<file path="src/rtl/mem_arbiter.sv">
// Single-port memory arbiter that shares one memory port between the CPU core and the VGA fetch.
// VGA has fixed priority. A starvation counter forces a CPU grant after a bounded run of VGA grants.
module mem_arbiter #(
  parameter int unsigned       ADDR_W       = 24,
  parameter int unsigned       DATA_W       = 16,
  parameter int unsigned       VGA_ADDR_W   = 15,
  parameter logic [ADDR_W-1:0] VGA_BASE     = '0,
  parameter int unsigned       MEM_LATENCY  = 2,
  parameter int unsigned       STARVE_LIMIT = 4
) (
  input  logic                  clk,
  input  logic                  reset,
  input  logic                  cpu_req,
  input  logic                  cpu_we,
  input  logic [ADDR_W-1:0]     cpu_addr,
  input  logic [DATA_W-1:0]     cpu_wdata,
  output logic                  cpu_ack,
  output logic [DATA_W-1:0]     cpu_rdata,
  input  logic                  vga_req,
  input  logic [VGA_ADDR_W-1:0] vga_addr,
  output logic                  vga_valid,
  output logic [DATA_W-1:0]     vga_rdata,
  output logic                  mem_en,
  output logic                  mem_we,
  output logic [ADDR_W-1:0]     mem_addr,
  output logic [DATA_W-1:0]     mem_wdata,
  input  logic [DATA_W-1:0]     mem_rdata,
  output logic                  busy
);

  localparam int unsigned LAT_W = (MEM_LATENCY > 1) ? $clog2(MEM_LATENCY) : 1;
  localparam int unsigned STV_W = (STARVE_LIMIT > 0) ? $clog2(STARVE_LIMIT + 1) : 1;
  localparam logic [LAT_W-1:0] LAT_LAST = LAT_W'(MEM_LATENCY - 1);
  localparam logic [STV_W-1:0] STV_MAX  = STV_W'(STARVE_LIMIT);

  typedef enum logic [1:0] {
    ST_IDLE  = 2'd0,
    ST_ISSUE = 2'd1,
    ST_WAIT  = 2'd2,
    ST_DONE  = 2'd3
  } state_t;

  state_t             state_q, state_d;
  logic [LAT_W-1:0]   lat_cnt_q, lat_cnt_d;
  logic [STV_W-1:0]   starve_q, starve_d;
  logic               owner_vga_q, owner_vga_d;

  logic               mem_en_d, mem_we_d, cpu_ack_d, vga_valid_d, busy_d;
  logic [ADDR_W-1:0]  mem_addr_d;
  logic [DATA_W-1:0]  mem_wdata_d, cpu_rdata_d, vga_rdata_d;

  // The mem_* registers double as the latched request; they load on the grant edge.
  always_comb begin
    state_d     = state_q;
    lat_cnt_d   = lat_cnt_q;
    starve_d    = starve_q;
    owner_vga_d = owner_vga_q;
    mem_en_d    = 1'b0;
    mem_we_d    = mem_we;
    mem_addr_d  = mem_addr;
    mem_wdata_d = mem_wdata;
    cpu_ack_d   = 1'b0;
    vga_valid_d = 1'b0;
    cpu_rdata_d = cpu_rdata;
    vga_rdata_d = vga_rdata;

    unique case (state_q)
      ST_IDLE: begin
        if (!cpu_req) begin
          starve_d = '0;
        end
        if (vga_req && (!cpu_req || (starve_q < STV_MAX))) begin
          owner_vga_d = 1'b1;
          mem_en_d    = 1'b1;
          mem_we_d    = 1'b0;
          mem_addr_d  = VGA_BASE + ADDR_W'(vga_addr);
          mem_wdata_d = '0;
          state_d     = ST_ISSUE;
          // Winning here with cpu_req high implies starve_q < STV_MAX, so no overflow.
          if (cpu_req) begin
            starve_d = starve_q + STV_W'(1);
          end
        end else if (cpu_req) begin
          owner_vga_d = 1'b0;
          mem_en_d    = 1'b1;
          mem_we_d    = cpu_we;
          mem_addr_d  = cpu_addr;
          mem_wdata_d = cpu_wdata;
          starve_d    = '0;
          state_d     = ST_ISSUE;
        end
      end
      ST_ISSUE: begin
        lat_cnt_d = '0;
        state_d   = ST_WAIT;
      end
      ST_WAIT: begin
        if (lat_cnt_q == LAT_LAST) begin
          state_d = ST_DONE;
          if (owner_vga_q) begin
            vga_valid_d = 1'b1;
            vga_rdata_d = mem_rdata;
          end else begin
            cpu_ack_d = 1'b1;
            if (!mem_we) begin
              cpu_rdata_d = mem_rdata;
            end
          end
        end else begin
          lat_cnt_d = lat_cnt_q + LAT_W'(1);
        end
      end
      ST_DONE: begin
        state_d = ST_IDLE;
      end
      default: begin
        state_d = ST_IDLE;
      end
    endcase

    busy_d = (state_d != ST_IDLE);
  end

  // State and registered outputs.
  always_ff @(posedge clk or negedge reset) begin
    if (!reset) begin
      state_q     <= ST_IDLE;
      lat_cnt_q   <= '0;
      starve_q    <= '0;
      owner_vga_q <= 1'b0;
      mem_en      <= 1'b0;
      mem_we      <= 1'b0;
      mem_addr    <= '0;
      mem_wdata   <= '0;
      cpu_ack     <= 1'b0;
      cpu_rdata   <= '0;
      vga_valid   <= 1'b0;
      vga_rdata   <= '0;
      busy        <= 1'b0;
    end else begin
      state_q     <= state_d;
      lat_cnt_q   <= lat_cnt_d;
      starve_q    <= starve_d;
      owner_vga_q <= owner_vga_d;
      mem_en      <= mem_en_d;
      mem_we      <= mem_we_d;
      mem_addr    <= mem_addr_d;
      mem_wdata   <= mem_wdata_d;
      cpu_ack     <= cpu_ack_d;
      cpu_rdata   <= cpu_rdata_d;
      vga_valid   <= vga_valid_d;
      vga_rdata   <= vga_rdata_d;
      busy        <= busy_d;
    end
  end

endmodule
</file>
<file path="config.mk">
export PLATFORM = sky130hd
export DESIGN_NAME = mem_arbiter
export DESIGN_NICKNAME = d
export VERILOG_FILES = /design/src/rtl/mem_arbiter.sv
export SDC_FILE = /design/constraint.sdc
export NUM_CORES = 1
export LEC_CHECK = 0
export CORE_ASPECT_RATIO = 0.75
export CORE_UTILIZATION = 40
export DETAILED_ROUTE_END_ITERATION = 16
export PLACE_DENSITY = 0.81
export SYNTH_ARGS = -nofsm -noshare
export SYNTH_HDL_FRONTEND = slang
export SYNTH_SLANG_ARGS = --single-unit
</file>
<file path="constraint.sdc">
create_clock -name clk -period 3.35 [get_ports clk]
set_input_delay 0.67 -clock clk [delete_from_list [all_inputs] [get_ports clk]]
set_output_delay 0.67 -clock clk [all_outputs]
set_load 0.05 [all_outputs]
</file>
# [After elaboration in Yosys (flattened, before gate mapping)]
# Cells that the tools add are included.
[word_totals] reg_bits=84 in_bits=76
[classes] addsub=2 order_cmp=1 n_eq_ne=3 n_mux=25 bitwise=2 n_reduce_logical=10
[op_table] op="2-to-1 mux 24 bit" n=2
[op_table] op="2-to-1 mux 16 bit" n=2
[op_table] op="2-to-1 mux 1 bit" n=14
[op_table] op="one-hot mux 2 bit (4 select lines)" n=1
[op_table] op="2-to-1 mux 2 bit" n=3
[op_table] op="2-to-1 mux 3 bit" n=2
[op_table] op="nonzero test 2 bit" n=3
[op_table] op="equality test 2 bit, second input constant" n=2
[op_table] op="AND reduction 4 bit" n=1
[op_table] op="adder 3 x 1 -> 3 bit, second input constant" n=1
[op_table] op="< comparator 3 bit, second input constant" n=1
[op_table] op="AND reduction 3 bit" n=1
[op_table] op="equality test 2 x 1 -> 1 bit, second input constant" n=1
[op_table] op="logical NOT 2 bit" n=1
[op_table] op="inverter 1 bit" n=2
[op_table] op="one-hot mux 1 bit (2 select lines)" n=1
[op_table] op="AND reduction 2 bit" n=1
[op_table] op="adder 1 bit, second input constant" n=1
[op_table] op="logical AND 1 bit" n=1
[op_table] op="logical NOT 1 bit" n=1
[op_table] op="logical OR 1 bit" n=1

# [Depth between registers and ports, before layout]
[depth] ltp_word=6 mapped_depth=8 depth_no_buf=6

# [Least setup slack after synthesis]
# OpenSTA, ideal clock, no wires.
[synth_timing] path_type="flip-flop to flip-flop" from="register state_q[0]" to="register cpu_rdata[10]" arrival_ns=1.520 slack_ns=1.705 stages_incl_launch_ff=7 synth_period_minus_slack_ns=1.645 path_cell_list="dfrtp_1 -> inv_1 -> ha_1 -> nand2_2 -> nor3_4 -> buf_12 -> mux2_4"
[synth_via] elab_chain_cells=2
[synth_lines] element="start: declaration" line_no="43" text="state_t state_q, state_d;"
[synth_lines] element="start signal: assignment" line_no="141" text="state_q <= state_d;"
[synth_lines] element="equality test 2 bit" line_no="67" text="unique case (state_q)"
[synth_lines] element="AND reduction 4 bit (no source line)"
[synth_lines] element="end signal: assignment" line_no="150" text="cpu_rdata <= cpu_rdata_d;"
[synth_lines] element="end: declaration" line_no="18" text="output logic [DATA_W-1:0] cpu_rdata,"
# No other way between the ends.
# A chain may end at the register's enable or synchronous reset.

# [Final worst setup path]
[layout_timing] from="register mem_we" to="output port mem_we"
[layout_rtl] element="start: declaration" line_no="24" text="output logic mem_we,"
[layout_rtl] element="start signal: assignment" line_no="146" text="mem_we <= mem_we_d;"
# No word-level cell between the ends.

==> out/metrics.cfg <==
[status]
status=complete, no violations

[synth]
syn_nets=330
avgSynthCellArea_sq_um=13.4
synth_area_sq_um=3360
synth_warnings=0
synth-seq-area-share_pct=62.6
yosys.area.top_type=dfrtp_1
synthTopCellsByArea=dfrtp_1 63%, a22o_1 7.0%, mux2_2 7.0%
synth-edff-count=0
async_flop_share_pct=100
synth_cell_type_count=32
yosys.area.top_type_share_pct=62.6
ys_ff_latch=84
netlist_instances=250
ys.flop_type=dfrtp_1

[cells_and_area]
area_growth_pct=54.6
num_antenna_cells=0
drive_gt1_share_pct=15.0
stdcell_area_sq_um=5190
finalNonFillerCells=513
utilization_pct=64.7
nets=483
fillers=660

[global_route]
grt_pass1_vias=2543
grt_pass1_wl_mm=13.0
antenna_found_initial=0
grt.total_usage_pct=19.8
overflow=0
grt_max_degree=85

[power_and_ir_drop]
p_int_mw=3.15
p_seq_share_pct=29.4
clockPowerShare_pct=15.0
ir_worst_vdd_v=0.000553
switchingPower_mw=2.67
power.leakage_nw=2.27
combPwrFrac_pct=55.6
p_sw_share_pct=45.9
fin_total_pwr_mw=5.82
power_density_nw_per_um2=1120

[setup_path]
cp.arrival_ns=1.61
path_max_fanout=3
cp_slowest_cell=clkdlybuf4s50_1
reg2regPathDepth=6
critPathBufInv=1
crit_path_end_kind=primary output
reg2reg_setup_slack_ns=1.56
worstSetupPathType=register to primary output
max_stage_delay_ns=0.85
path_delay_family=buffers and inverters
critical_path.startpoint_type=register
crit_required_ns=2.68
r2r-end=cpu_rdata[0]$_DFFE_PN0P_
cp_cell_sequence=clkdlybuf4s50_1
rr_startpoint=state_q[0]$_DFF_PN0_

[route]
wl_per_cell_um=15.9
remaining_drc_errors=0
met3_length_um=486
vias_per_cell=4.81
highest_layer=met4
drt_iter0_drc=95
drt-met1-wl_mm=3.55
num_vias=2467
met2_wirelength_mm=4.03
wirelength_mm=8.17
drtPass1Iterations=6
ant_nets=0

[die]
io_pins=153
start_util_pct=41.9
die_w_um=108
rows=28
core-area_sq_um=8020
die_area_sq_um=8770
die_h_um=81.4

[timing]
rsz0062_at_grt=no
hold_violations=0
finalMaxSlewViolations=0
setup_ws_ns=1.07
worst_pin_slew_ns=1.02
finalClockSkew_ns=0.00969
max_freq_mhz=438
slew_headroom_pct=31.7
fin_crit_ns=2.28
fin_hold_ws_ns=0.489
setup_viol=0
tns_ns=0
finalCritPeriodShare_pct=68.2

[clocking]
clock_latency_ns=0.35
clock-sinks=84
cts_root_buffer=clkbuf_8
cts_resized=0
cts.clk_slew.worst_paths_ns=0.08
numCtsBuffers=9
cts_tree=yes
clock_path_buffers=2
cts_setup_buffers=0
cts_hold_buf=0
htreeDepth=3

[placement]
placed_area_sq_um=4940
pre_cts_slack_ns=0.987
portBuffers=152
dp_cells=497
gp_congestion=0.774
dp_hpwl_mm=5.91

[hold_path]
hold_path_class=primary input to async pin

[job]
drv_cap=0

## worst max path at each step
stage,from,end,slack [ns],cells after the start
2_1_floorplan,state_q[0]$_DFF_PN0_,cpu_rdata[10]$_DFFE_PN0P_,1.70,6
3_3_place_gp,cpu_req,mem_addr[4]$_DFFE_PN0P_,1.10,5
3_5_place_dp,cpu_req,mem_addr[4]$_DFFE_PN0P_,0.99,5
4_1_cts,mem_we$_DFFE_PN0P_,mem_we,1.04,1
5_1_grt,mem_we$_DFFE_PN0P_,mem_we,1.01,1
6_report,mem_we$_DFFE_PN0P_,mem_we,1.07,1
## cells in the final DEF (no fill, tap or decap), drive strengths merged
master and instances:
a21bo 1, a21boi 1, a21o 1, a21oi 31
a22o 27, a31o 1, a31oi 1, and2 1
buf 4, bufinv 3, clkbuf 11, clkdlybuf4s50 151
clkinv 1, dfrtp 84, ha 4, inv 8
mux2 33, mux2i 1, nand2 17, nand3 3
nor2 17, nor2b 1, nor3 2, o21ai 1
o22ai 2, or2 1
## per-layer routing
metal | vias up | global-route usage, %
met5 | - | 0
met3 | 8 | 6.42
met2 | 81 | 32.6
met4 | 0 | 6.30
met1 | 1190 | 24.8
li1 | 1188 | -
## kinds of logic (layout without fill, tap and decap cells)
kind of cell               after synthesis  in the layout  synth area share [%]
DFF                                     84             84                  62.6
AOI/OAI and AO/OA                       66             66                  13.9
and+or+nand+nor                         42             42                  5.66
muxes                                   34             34                  12.7
buffers and inverters                   20            178                  3.61
adders and majority gates                4              4                  1.49
## power by group through the flow
stage	combinational (mW)	sequential, mW	clock (mW)
after global routing	3.39	1.78	0.941
after global placement	3.21	1.71	0
after detailed placement	3.26	1.73	0
after CTS	3.27	1.72	0.901
final	3.24	1.71	0.872
after floorplan	0.714	3.14	0
## sequential cells by signal, summed over array words and instances (netlist names)
| name | flops |
|---|---|
| busy | 1 |
| mem_addr | 24 |
| owner_vga_q | 1 |
| cpu_rdata | 16 |
| state_q | 2 |
| mem_en | 1 |
| vga_valid | 1 |
| mem_we | 1 |
| cpu_ack | 1 |
| lat_cnt_q | 1 |
| starve_q | 3 |
| vga_rdata | 16 |
| mem_wdata | 16 |
## synthesized netlist by cell type, types with 2 or more instances
cell / count
a21oi_1: 30
a22o_1: 27
buf_2: 6
buf_4: 4
dfrtp_1: 84
ha_1: 4
inv_1: 6
mux2_2: 21
mux2_4: 12
nand2_1: 16
nand3_1: 2
nor2_1: 17
o22ai_1: 2
## layout make-up
cell class,count,area [sq um],area share (%)
Clock buffer,11,141,2.72
Sequential cell,84,2100,40.5
Timing Repair Buffer,155,1540,29.7
Tap cell,105,131,2.53
Inverter,7,26.3,0.506
Multi-Input combinational cell,146,1140,22.0
Clock inverter,5,108,2.07
Power figures use the tool's default switching activity.
